<file path="src/rtl/decompressor_pkg.sv">
// Shared types and constants for the decompressor front end: unpacker FSM states,
// control-bit meanings and the item width handed to the decompressor core.
package decompressor_pkg;

  localparam int unsigned ITEM_WIDTH = 16;

  localparam logic CTRL_LITERAL = 1'b0;
  localparam logic CTRL_COPY    = 1'b1;

  typedef enum logic [2:0] {
    U_CTRL_LO,
    U_CTRL_HI,
    U_ITEM_B0,
    U_ITEM_B1,
    U_EMIT
  } unpack_state_e;

endpackage

</file>
<file path="src/rtl/stream_unpacker.sv">
// Splits a compressed byte stream into control-word-governed literal/copy items and
// presents them one at a time to the decompressor through a single output register.
module stream_unpacker
  import decompressor_pkg::*;
#(
  parameter int unsigned ITEMS_PER_GROUP = 16
) (
  input  logic                  clock,
  input  logic                  reset,
  input  logic [7:0]            byte_in,
  input  logic                  byte_valid,
  input  logic                  byte_last,
  output logic                  byte_ready,
  output logic [ITEM_WIDTH-1:0] data_out,
  output logic                  control_word_out,
  output logic                  out_data_valid,
  input  logic                  decompressor_busy,
  output logic                  protocol_error
);

  localparam logic [3:0] LAST_IDX = 4'(ITEMS_PER_GROUP - 1);

  unpack_state_e         state_q, state_d;
  logic [15:0]           ctrl_q, ctrl_d;
  logic [3:0]            count_q, count_d;
  logic [ITEM_WIDTH-1:0] data_q, data_d;
  logic                  kind_q, kind_d;
  logic                  last_q, last_d;
  logic                  perr_q, perr_d;
  logic                  accept;
  logic                  cur_bit;

  assign byte_ready       = (state_q != U_EMIT);
  assign out_data_valid   = (state_q == U_EMIT);
  assign data_out         = data_q;
  assign control_word_out = kind_q;
  assign protocol_error   = perr_q;

  assign accept  = byte_valid && byte_ready;
  assign cur_bit = ctrl_q[count_q];

  always_comb begin
    state_d = state_q;
    ctrl_d  = ctrl_q;
    count_d = count_q;
    data_d  = data_q;
    kind_d  = kind_q;
    last_d  = last_q;
    perr_d  = 1'b0;
    unique case (state_q)
      U_CTRL_LO: begin
        if (accept) begin
          if (byte_last) begin
            perr_d = 1'b1;
            ctrl_d = '0;
          end else begin
            ctrl_d[7:0] = byte_in;
            state_d     = U_CTRL_HI;
          end
        end
      end
      U_CTRL_HI: begin
        if (accept) begin
          count_d = '0;
          if (byte_last) begin
            perr_d  = 1'b1;
            ctrl_d  = '0;
            state_d = U_CTRL_LO;
          end else begin
            ctrl_d[15:8] = byte_in;
            state_d      = U_ITEM_B0;
          end
        end
      end
      U_ITEM_B0: begin
        if (accept) begin
          if (cur_bit == CTRL_LITERAL) begin
            data_d  = {8'h00, byte_in};
            kind_d  = CTRL_LITERAL;
            last_d  = byte_last;
            state_d = U_EMIT;
          end else if (byte_last) begin
            // Stream ended halfway through a copy: drop the group entirely.
            perr_d  = 1'b1;
            ctrl_d  = '0;
            count_d = '0;
            state_d = U_CTRL_LO;
          end else begin
            data_d[15:8] = byte_in;
            state_d      = U_ITEM_B1;
          end
        end
      end
      U_ITEM_B1: begin
        if (accept) begin
          data_d[7:0] = byte_in;
          kind_d      = CTRL_COPY;
          last_d      = byte_last;
          state_d     = U_EMIT;
        end
      end
      U_EMIT: begin
        if (!decompressor_busy) begin
          if (count_q == LAST_IDX || last_q) begin
            count_d = '0;
            state_d = U_CTRL_LO;
          end else begin
            count_d = count_q + 4'd1;
            state_d = U_ITEM_B0;
          end
        end
      end
      default: state_d = U_CTRL_LO;
    endcase
  end

  always_ff @(posedge clock) begin
    if (reset) begin
      state_q <= U_CTRL_LO;
      ctrl_q  <= '0;
      count_q <= '0;
      data_q  <= '0;
      kind_q  <= 1'b0;
      last_q  <= 1'b0;
      perr_q  <= 1'b0;
    end else begin
      state_q <= state_d;
      ctrl_q  <= ctrl_d;
      count_q <= count_d;
      data_q  <= data_d;
      kind_q  <= kind_d;
      last_q  <= last_d;
      perr_q  <= perr_d;
    end
  end

endmodule

</file>
<file path="config.mk">
export PLATFORM = sky130hd
export DESIGN_NAME = stream_unpacker
export DESIGN_NICKNAME = d
export VERILOG_FILES = /design/src/rtl/decompressor_pkg.sv /design/src/rtl/stream_unpacker.sv
export SDC_FILE = /design/constraint.sdc
export NUM_CORES = 1
export LEC_CHECK = 0
export ABC_CLOCK_PERIOD_IN_PS = 5100
export CAP_MARGIN = 5
export CORE_ASPECT_RATIO = 0.6
export CORE_UTILIZATION = 45
export CTS_BUF_LIST = sky130_fd_sc_hd__clkbuf_8 sky130_fd_sc_hd__clkbuf_16
export DETAILED_ROUTE_END_ITERATION = 10
export GPL_ROUTABILITY_DRIVEN = 0
export PLACE_DENSITY_LB_ADDON = 0.08
export SKIP_CTS_REPAIR_TIMING = 1
export SYNTH_ARGS = -nofsm -noshare
export SYNTH_HDL_FRONTEND = slang
export SYNTH_SLANG_ARGS = --single-unit
</file>
<file path="constraint.sdc">
create_clock -name clock -period 5.1 [get_ports clock]
set_input_delay 1.02 -clock clock [delete_from_list [all_inputs] [get_ports clock]]
set_output_delay 1.02 -clock clock [all_outputs]
set_load 0.01 [all_outputs]
</file>
Yosys cells after proc, flatten, opt, wreduce, memory -nomap -nowiden

Cells that the tools add are included.

Register bits after elaboration: 42
Input port bits: 13
Output and inout bits: 20
Logic and storage cells: 89

Add/subtract/negate cells: 1
Magnitude comparators: 1
Equality and inequality tests: 18
Multiplexer cells: 47
Reduce and logical (&&, ||, !) cells: 13

Operators by type and width:

| kind                  | number |
|---|---|
| $mux W16              | 5 |
| $mux W8               | 7 |
| $pmux W16 S3          | 1 |
| $mux W4               | 6 |
| $ne A2 B2 Y1 const B  | 12 |
| $mux W3               | 7 |
| $pmux W8 S2           | 1 |
| $pmux W3 S5           | 1 |
| $reduce_and A7 Y1     | 2 |
| $pmux W4 S3           | 1 |
| $reduce_and A6 Y1     | 2 |
| $mux W1               | 11 |
| $eq A3 B2 Y1 const B  | 2 |
| $mux W2               | 3 |
| $pmux W1 S2           | 3 |
| $reduce_bool A3 Y1    | 2 |
| $lt A4 B5 Y1 const B  | 1 |
| $add A4 B1 Y4 const B | 1 |
| $bmux W1 S4           | 1 |
| $eq A4 B4 Y1 const B  | 1 |
| $reduce_and A4 Y1     | 1 |
| $eq A3 B1 Y1 const B  | 1 |
| $eq A3 B3 Y1 const B  | 1 |
| $logic_not A3 Y1      | 1 |
| 6 further kinds       | 6 |

Depth between registers and ports, before layout

Depth in word-level cells: 5
Gate-level depth with buffers: 7
Mapped depth without buffers: 5

Least setup slack after synthesis

Ideal clock, no wire load.

Path kind: input -> register
Start: input byte_last
End: register ctrl_q[4]
Library setup time: 0.088 ns
Arrival time: 2.162 ns
Required time: 5.012 ns
Slack: 2.849 ns
Cell stages on the path: 5
Path buffers: 1
Cell sequence: inv_1 -> maj3_1 -> or3_1 -> buf_6 -> o31ai_1

Cells in the longest elaborated chain, start to end: 3
Elaborated cells on any way between the ends: 6
Those cells by class: 2 x eq/ne; 3 x mux; 1 x reduce/logical

Ends and longest elaborated chain:

| item                   | RTL line               | source |
|---|---|---|
| start: declaration     | stream_unpacker.sv:12  | `input logic byte_last,` |
| $mux W8                | stream_unpacker.sv:53  | `if (byte_last) begin` |
| $mux W16               | stream_unpacker.sv:52  | `if (accept) begin` |
| $pmux W16 S3           | stream_unpacker.sv:50  | `unique case (state_q)` |
| end signal: assignment | stream_unpacker.sv:128 | `ctrl_q <= ctrl_d;` |
| end: declaration       | stream_unpacker.sv:24  | `logic [15:0] ctrl_q, ctrl_d;` |

Parallel ways exist; a longest one is shown, timed or not. The select of a mux whose other input is x is not followed.
A chain may end at the register's enable or synchronous reset.

==> results.yml <==
outcome:
  run_status: "complete, no violations"
finish:
  flow.area_growth_from_synthesis_pct: 19.1
  design.final.nets: 245
  drive_above_1_share_pct: 7.33
  fin_cells: 292
  antenna_cells: 0
  layout.filler_cells: 385
logic_synthesis:
  ys_seq_area_share_pct: 40.9
  synth_warn: 0
  yosys.cell_count.top_type: "dfxtp_1"
  postSynthRegisterBits: 42
  synth_async_sr_flop_share_pct: 0
  synth.largest_area_cell: "dfxtp_1"
  syn_area_um2: 2060
  netlist_instances: 210
  synth_flop_cell: "dfxtp_1"
  synth_enable_flop_cells: 0
  postSynthAreaPerCell_um2: 9.80
  synth.top_cells.by_area: "dfxtp_1 41%, mux2i_1 8.3%, o311ai_0 6.8%, o31ai_1 6.2%, nand2_1 4.0%"
  post_synth_most_frequent_cells: "42 x dfxtp_1, 22 x nand2_1, 17 x mux2i_1, 17 x o31ai_1, 16 x o311ai_0"
  synth_largest_type_area_fraction_pct: 40.9
  postSynthNetCount: 224
  ys_types: 49
timing:
  number_of_pins_with_negative_max_slew_slack_in_the_final_report: 0
  finalCritPeriodShare_pct: 61.3
  layout_min_cycle_time_ns: 3.13
  hold_viol: 0
  worst_pin_slew_ns: 1.27
  timing.fmax_mhz: 320
  slew_headroom_pct: 14.5
  worst_clock_skew_ns: 0.00668
  rsz_0062_raised_after_global_routing: "no"
  finalSetupViolations: 0
  totalNegativeSetupSlack_ns: 0
  timing.hold.ws_ns: 0.462
drt:
  first_pass_iters: 4
  routed_wl_mm: 5.74
  routed_vias: 1880
  number_of_vias_per_cell_after_detailed_routing: 6.44
  route.detailed.wl_per_inst_um: 19.7
  total_met3_wirelength_after_detailed_routing_um: 343
  count_of_unresolved_drc_violations_after_routing: 0
  wl_met1_mm: 2.90
  dr.first_iter.drc_count: 107
  final_antenna_net_count: 0
  topRoutingLayerUsed: "met4"
  met2_wirelength_from_detailed_routing_mm: 2.38
power:
  power-per-cell-area_nw_per_um2: 249
  peakVddDrop_mv: 0.140
  post-layout-total-power_mw: 0.610
  power.static_leakage_nw: 0.832
placement:
  portBuffers: 32
  dp.cells: 284
  dpl.hpwl_mm: 4.21
clock_tree:
  clockRootBuffer: "clkbuf_8"
  tritoncts: "done"
  htree_num_levels: 2
  clock_insertion_delay_worst_skew_ns: 0.29
  cts_max_path_buffers: 2
  numClockSinks: 42
  cts_clock_pin_slew_for_the_worst_setup_and_hold_paths_ns: 0.08
  cts-buffers-inserted: 5
worst_setup_path:
  arrival_time_reported_for_the_critical_path_endpoint_ns: 3.26
  timing.critical_path.slowest_stage_cell: "clkinv_1"
  worstPathCellList: "clkdlybuf4s50_1 > clkinv_1 > nand2_1 > o31ai_1"
  timing.critical_path.max_delay_family: "buffers and inverters"
  worst_ep_required_time_ns: 5.24
  critPathKind: "in2reg"
  setup.worst_path.start_class: "primary input"
  timing.critical_path.to_type: "flip-flop"
  worst-path-buf-inv: 2
  timing.critical_path.fanout_max: 36
  max_stage_delay_ns: 0.85
global_routing:
  wire_length_of_the_first_global_routing_pass_mm: 8.57
  grt_antenna_before_repair: 0
  grt.overflow.total: 0
  grt_start_max_net_pins: 37
  vias_in_the_first_global_route: 1622
  gr-usage-all-layers_pct: 24.9
die:
  floorplan.io_pins: 33
  die-height_um: 54.4
  row_count: 18
  floorplan.die_area_um2: 4860
  floorplan.die.width_um: 89.3
  start_util_pct: 48.6
  placeableCoreArea_um2: 4230
hold_path:
  holdCritPathClass: "reg2reg"
run:
  max_cap_viol_count: 0
layout by cell type, fill, tap and decap left out, types with 2 or more instances in the layout:
cell / Yosys / final
a211oi_1: 2 / 2
a21oi_1: 7 / 7
a221oi_1: 4 / 4
a221oi_2: 3 / 3
a22o_1: 8 / 8
a22oi_1: 2 / 2
clkbuf_8: 0 / 6
clkdlybuf4s50_1: 0 / 32
dfxtp_1: 42 / 42
inv_1: 3 / 4
mux2i_1: 17 / 17
nand2_1: 22 / 22
nand2b_1: 5 / 5
nor2_1: 2 / 2
nor2b_1: 4 / 4
nor3b_1: 2 / 2
o21ai_0: 4 / 4
o311a_1: 2 / 2
o311ai_0: 16 / 16
o31ai_1: 17 / 17
or2_2: 2 / 2
or3_1: 4 / 4
or3b_1: 2 / 2
per-stage QoR:
| step | cell area [um2] | util (%) | worst slack, ns |
|---|---|---|---|
| floorplan | 2060 | - | 2.85 |
| finish | 2450 | 57.9 | 1.97 |
| global placement | 2360 | 55.7 | 1.84 |
| detailed placement | 2360 | 55.7 | 1.73 |
| global route | 2450 | 57.9 | 1.84 |
| CTS | 2450 | 57.9 | 2.03 |
worst paths after layout:
check                                   end  slack [ns]        start  depth (start not counted)
worst max register to register    ctrl_q[5]        2.27   count_q[0]                          5
worst min-delay path            data_out[2]        0.46  data_out[2]                          2
worst max-delay path              ctrl_q[2]        1.97        reset                          4
worst min register to register  data_out[2]        0.46  data_out[2]                          2
power by group:
group / internal, mW / switching, mW / total (mW)
Combinational: 0.0192 / 0.0358 / 0.0550
Clock: 0.107 / 0.112 / 0.219
Sequential: 0.332 / 0.00420 / 0.336
Total: 0.458 / 0.152 / 0.610
tightest hold or removal path, stage by stage, from the launching register on:
cell	delay (ns)
dfxtp_1	0.32
nand2_1	0.05
mux2i_1	0.05
flip-flops by register name (all words and copies together), names as in the netlist:
signal            cells
count_q               4
ctrl_q               16
protocol_error        1
last_q                1
data_out             16
control_word_out      1
state_q               3
final cells by class:
type / instances / area, um2 / share of cell area (%)
timing repair buffer: 32 / 320 / 13.1
clock inverter: 2 / 8.76 / 0.357
inverter: 4 / 15.0 / 0.613
clock buffer: 6 / 82.6 / 3.37
sequential: 42 / 841 / 34.3
multi-input combinational: 146 / 1110 / 45.2
tap: 60 / 75.1 / 3.06
routing by layer:
metal | vias up | track usage (%)
li1 | 863 | -
met1 | 930 | 36.8
met2 | 74 | 35.1
met3 | 13 | 6.03
met4 | 0 | 8.20
met5 | - | 0
kinds of logic after synthesis:
kind of cell	Yosys count	synth area share, %
compound gates	76	30.3
xor+xnor	1	0.426
fa+ha+maj	2	1.09
buf+inv	22	5.29
flops	42	40.9
mux	17	8.27
simple gates	50	13.7
No activity file was read; power rests on OpenSTA's default activity.
